<file path="src/rtl/if_id_queue_pkg.sv">
// Shared CPU definitions for the fetch/decode boundary: reset constants and the
// fetch-word bundle carried from IF into ID.
package if_id_queue_pkg;

  localparam logic [31:0] NOP_INST = 32'd0;
  localparam logic [31:0] RESET_PC = 32'd0;

  typedef struct packed {
    logic [31:0] pc;
    logic [31:0] pc4;
    logic [31:0] inst;
  } fetch_word_t;

endpackage

</file>
<file path="src/rtl/if_id_queue_mem.sv">
// Storage for the IF/ID queue: registered write on push, combinational read at
// the head pointer. Contents are not reset; validity is tracked by the control.
module if_id_queue_mem
  import if_id_queue_pkg::*;
#(
  parameter int unsigned DEPTH = 4,
  parameter int unsigned AW    = 2
) (
  input  logic              clk_i,
  input  logic              we_i,
  input  logic [AW-1:0]     waddr_i,
  input  fetch_word_t       wdata_i,
  input  logic [AW-1:0]     raddr_i,
  output fetch_word_t       rdata_o
);

  fetch_word_t mem_q [DEPTH];

  always_ff @(posedge clk_i) begin
    if (we_i) begin
      mem_q[waddr_i] <= wdata_i;
    end
  end

  assign rdata_o = mem_q[raddr_i];

endmodule

</file>
<file path="src/rtl/if_id_queue.sv">
// In-order queue between a non-stallable fetch stage and decode. Squashes
// wrong-path words after a redirect and flags overflow / redirect mismatches.
module if_id_queue
  import if_id_queue_pkg::*;
#(
  parameter int unsigned DEPTH  = 4,
  parameter int unsigned AW     = 2,
  parameter int unsigned SHADOW = 1
) (
  input  logic        Clk,
  input  logic        Clrn,
  input  logic [31:0] IF_PC,
  input  logic [31:0] IF_PC4,
  input  logic [31:0] IF_Inst,
  input  logic        MEM_PCSrc,
  input  logic [31:0] MEM_Btarg_or_Jtarg,
  input  logic        ID_Stall,
  output logic [31:0] ID_PC,
  output logic [31:0] ID_PC4,
  output logic [31:0] ID_Inst,
  output logic        ID_Valid,
  output logic        Q_Full,
  output logic        Q_Overflow,
  output logic        Redir_Mismatch
);

  localparam int unsigned SW = (SHADOW > 0) ? $clog2(SHADOW + 1) : 1;
  localparam logic [AW:0]   FullCnt    = (AW + 1)'(DEPTH);
  localparam logic [SW-1:0] ShadowLoad = SW'(SHADOW);

  logic [AW-1:0] rptr_q, rptr_d, wptr_q, wptr_d;
  logic [AW:0]   cnt_q, cnt_d;
  logic [SW-1:0] shadow_q, shadow_d;
  logic [31:0]   tgt_q, tgt_d;
  logic          chk_q, chk_d;
  logic          ovf_q, ovf_d;
  logic          mis_q, mis_d;

  logic          valid, pop, cand, push, drop_full;
  fetch_word_t   head, wword;

  assign valid     = (cnt_q != '0);
  assign pop       = valid & ~ID_Stall & ~MEM_PCSrc;
  assign cand      = ~MEM_PCSrc & (shadow_q == '0);
  assign push      = cand & ((cnt_q != FullCnt) | pop);
  assign drop_full = cand & (cnt_q == FullCnt) & ~pop;

  assign wword = '{pc: IF_PC, pc4: IF_PC4, inst: IF_Inst};

  always_comb begin
    rptr_d   = rptr_q;
    wptr_d   = wptr_q;
    cnt_d    = cnt_q;
    shadow_d = shadow_q;
    tgt_d    = tgt_q;
    chk_d    = chk_q;
    ovf_d    = ovf_q;
    mis_d    = mis_q;
    if (MEM_PCSrc) begin
      // Flush wins over push and pop; stall is irrelevant on this edge.
      rptr_d   = '0;
      wptr_d   = '0;
      cnt_d    = '0;
      shadow_d = ShadowLoad;
      tgt_d    = MEM_Btarg_or_Jtarg;
      chk_d    = 1'b1;
    end else begin
      if (shadow_q != '0) shadow_d = shadow_q - 1'b1;
      if (push) wptr_d = wptr_q + 1'b1;
      if (pop)  rptr_d = rptr_q + 1'b1;
      if (push && !pop)      cnt_d = cnt_q + 1'b1;
      else if (pop && !push) cnt_d = cnt_q - 1'b1;
      if (drop_full) ovf_d = 1'b1;
      if (push && chk_q) begin
        chk_d = 1'b0;
        if (IF_PC != tgt_q) mis_d = 1'b1;
      end
    end
  end

  always_ff @(posedge Clk or negedge Clrn) begin
    if (!Clrn) begin
      rptr_q   <= '0;
      wptr_q   <= '0;
      cnt_q    <= '0;
      // Discards the fetch reset word, which duplicates PC 0.
      shadow_q <= SW'(1);
      tgt_q    <= '0;
      chk_q    <= 1'b0;
      ovf_q    <= 1'b0;
      mis_q    <= 1'b0;
    end else begin
      rptr_q   <= rptr_d;
      wptr_q   <= wptr_d;
      cnt_q    <= cnt_d;
      shadow_q <= shadow_d;
      tgt_q    <= tgt_d;
      chk_q    <= chk_d;
      ovf_q    <= ovf_d;
      mis_q    <= mis_d;
    end
  end

  if_id_queue_mem #(
    .DEPTH (DEPTH),
    .AW    (AW)
  ) u_mem (
    .clk_i   (Clk),
    .we_i    (push),
    .waddr_i (wptr_q),
    .wdata_i (wword),
    .raddr_i (rptr_q),
    .rdata_o (head)
  );

  assign ID_Valid       = valid;
  assign ID_PC          = valid ? head.pc   : '0;
  assign ID_PC4         = valid ? head.pc4  : '0;
  assign ID_Inst        = valid ? head.inst : NOP_INST;
  assign Q_Full         = (cnt_q == FullCnt);
  assign Q_Overflow     = ovf_q;
  assign Redir_Mismatch = mis_q;

endmodule

</file>
<file path="config.mk">
export PLATFORM = sky130hd
export DESIGN_NAME = if_id_queue
export DESIGN_NICKNAME = d
export VERILOG_FILES = /design/src/rtl/if_id_queue_pkg.sv /design/src/rtl/if_id_queue_mem.sv /design/src/rtl/if_id_queue.sv
export SDC_FILE = /design/constraint.sdc
export NUM_CORES = 1
export LEC_CHECK = 0
export ABC_AREA = 1
export CAP_MARGIN = 25
export CORE_MARGIN = 4
export CORE_UTILIZATION = 40
export CTS_CLUSTER_DIAMETER = 60
export DETAILED_ROUTE_END_ITERATION = 16
export GPL_TIMING_DRIVEN = 0
export PLACE_DENSITY = 0.68
export SYNTH_ARGS = -nofsm -noshare
export SYNTH_HDL_FRONTEND = slang
export SYNTH_SLANG_ARGS = --single-unit
</file>
<file path="constraint.sdc">
create_clock -name Clk -period 10.5 [get_ports Clk]
set_input_delay 1.05 -clock Clk [delete_from_list [all_inputs] [get_ports Clk]]
set_output_delay 1.05 -clock Clk [all_outputs]
set_load 0.02 [all_outputs]
</file>
==> results.sh <==
export IMPL_grt_ovfl_total=0
export IMPL_fin_skew_ns=0.0173
export IMPL_final_seq_area_um2=12600
export IMPL_vias_per_cell=5.02
export IMPL_yosys_register_bits=427
export IMPL_place_inst=2244
export IMPL_synthTopCellsByArea="edfxtp_1, nor2_1, dfrtp_1, o21ai_0, nand2_1"
export IMPL_coreArea_um2=42200
export IMPL_slew_violations=0
export IMPL_syn_area_um2=17200
export IMPL_place_ws_ns=6.75
export IMPL_startpoint="rptr_q[0]"
export IMPL_ys_seq_area_share_pct=73.2
export IMPL_instances_no_fill=2330
export IMPL_cts_buffers=47
export IMPL_antenna_found_initial=2
export IMPL_drtIter0Drc=934
export IMPL_p_leak_nw=8.04
export IMPL_worstMarginPinSlew_ns=0.781
export IMPL_finalSetupTns_ns=0
export IMPL_use_met2_pct=31.6
export IMPL_ctsResizeCount=0
export IMPL_hold_class="in -> async"
export IMPL_clockRootBuffer="clkbuf_16"
export IMPL_drive_above_1_share_pct=9.44
export IMPL_postSynthCellCount=1456
export IMPL_rows=75
export IMPL_fill_cells=3586
export IMPL_hold_viol_final=0
export IMPL_wl_um=44300
export IMPL_grt_pass1_wl_um=67000
export IMPL_cp_slowest_cell="clkdlybuf4s50_1"
export IMPL_crit_path_end_kind="output port"
export IMPL_htree_num_levels=2
export IMPL_yosysWarnings=0
export IMPL_ir_drop_mv=0.148
export IMPL_worstPathRequired_ns=9.45
export IMPL_drc=0
export IMPL_postSynthAreaPerCell_um2=11.8
export IMPL_path_common_cell="buf_2"
export IMPL_port_buffers=231
export IMPL_final_cell_mix="nor2_1, edfxtp_1, clkdlybuf4s50_1"
export IMPL_yosysTopAreaCell="edfxtp_1"
export IMPL_dieArea_um2=46500
export IMPL_relSlewSlack_pct=47.8
export IMPL_track_usage_pct=18.6
export IMPL_chipWidth_um=216
export IMPL_ant_nets=0
export IMPL_critPathKind="reg -> out"
export IMPL_gr_usage_met1_pct=24.8
export IMPL_layout_area_overhead_vs_synth_pct=29.2
export IMPL_fin_crit_sh_pct=37.4
export IMPL_path_buf_inv=5
export IMPL_synth_fp_nets=1593
export IMPL_gp_congestion=0.779
export IMPL_cts_setup_buffers=0
export IMPL_clkTransAtPathRegs_ns=0.07
export IMPL_final_common_cell="nor2_1"
export IMPL_multiInputGateArea_um2=3950
export IMPL_min_period_ns=3.92
export IMPL_path_max_fanout=10
export IMPL_cts_tree="done"
export IMPL_rsz0062_at_grt="false"
export IMPL_crit_path_start_kind="register"
export IMPL_grt_busiest_layer="met2"
export IMPL_drv_cap=0
export IMPL_status="complete, no violations"
export IMPL_fmax_ghz=0.255
export IMPL_drt_pass1_iter_count=7
export IMPL_ys_types=27
export IMPL_powerDensity_nw_per_um2=242
export IMPL_synth_top_area_share_pct=66.9
export IMPL_cts_sinks=427
export IMPL_grt_max_degree=31
export IMPL_dp_hpwl_um=29100
export IMPL_grt_pass1_vias=11700
export IMPL_crit_chain="buf_2, inv_2, buf_2, clkbuf_2, o21ai_0, a21oi_1, clkdlybuf4s50_1"
export IMPL_final_setup_viol_count=0
export IMPL_wire_per_inst_um=19.0
export IMPL_initial_core_util_pct=40.8
export IMPL_cts_path_max_buffers=3
export IMPL_vias=11700
export IMPL_ios=232
export IMPL_total_power_mw=5.39
export IMPL_fin_ws_ns=6.58
export IMPL_nNetsFinal=1891
export IMPL_grt_met3_usage_pct=3.00
export IMPL_cts_hold_buf=0
export IMPL_fp_dieH_um=216
export IMPL_max_stage_delay_ns=0.67
export IMPL_critPathTopFamily="buffers and inverters"
export IMPL_r2r_start="cnt_q[2]"
export IMPL_clock_latency_ns=0.57
export IMPL_worstPathArrival_ns=2.87
[report_power, final]
| part | switching [mW] | total (mW) | internal, mW |
|---|---|---|---|
| logic | 1.05 | 1.74 | 0.687 |
| registers | 0.0315 | 1.99 | 1.96 |
| clock network | 0.660 | 1.66 | 0.997 |
[final timing paths]
kind                       depth (start not counted)                  to  slack, ns
max                                                7           ID_PC[12]       6.58
min                                                1           tgt_q[20]       0.42
max reg2reg                                        8  u_mem.mem_q[2][44]       8.15
min reg2reg                                        2           tgt_q[18]       0.49
max in group asynchronous                          2            shadow_q       9.48
min in group Clk                                   2           tgt_q[18]       0.49
[cell usage after synthesis (all sizes together)]
library cell	number
fa	1
o21ai	215
inv	56
ha	4
nand3	5
nand2	148
edfxtp	384
clkbuf	38
buf	44
xnor2	16
nor2	400
nor3	1
o21bai	1
dfrtp	42
a21oi	99
dfstp	1
a31oi	1
[logic make-up (layout without fill, tap and decap cells)]
| logic type | after synthesis | count (layout) | synth area share, % |
|---|---|---|---|
| AO/OA/AOI/OAI | 316 | 316 | 9.22 |
| XOR/XNOR | 16 | 16 | 0.813 |
| adder cells (fa/ha/maj) | 5 | 5 | 0.407 |
| buffers and inverters | 138 | 472 | 4.05 |
| flip-flops | 427 | 427 | 73.2 |
| other | 0 | 1 | 0 |
| AND/OR/NAND/NOR | 554 | 554 | 12.3 |
[stage by stage]
stage	area [µm²]	utilization, %	hold WS [ns]
finish	22300	52.7	0.419
global route	22300	52.7	0.440
CTS	22300	52.7	0.390
detailed placement	20700	49.0	0.480
global placement	20200	47.9	0.476
floorplan	17200	-	0.463
[state kept, by name, indices dropped and copies added (netlist names)]
name	flops
u_mem.mem_q	384
Redir_Mismatch	1
wptr_q	2
cnt_q	3
tgt_q	32
Q_Overflow	1
shadow_q	1
rptr_q	2
chk_q	1
[area by class of cell]
| cell class | instances | share of cell area [%] |
|---|---|---|
| multi-input combinational | 891 | 17.8 |
| clock inverter | 24 | 1.14 |
| inverter | 56 | 0.944 |
| timing repair buffer | 249 | 12.3 |
| clock buffer | 61 | 5.99 |
| antenna | 1 | 0.0112 |
| tap | 539 | 3.03 |
| buffer | 82 | 2.19 |
| sequential | 427 | 56.6 |
[routing by layer]
| layer | vias up | share of wire, % |
|---|---|---|
| met5 | - | 0.038 |
| met4 | 4 | 2.1 |
| met3 | 65 | 5.9 |
| met2 | 390 | 49 |
| met1 | 5633 | 43 |
| li1 | 5612 | - |
Note: power is estimated with default switching activity, not from simulation.
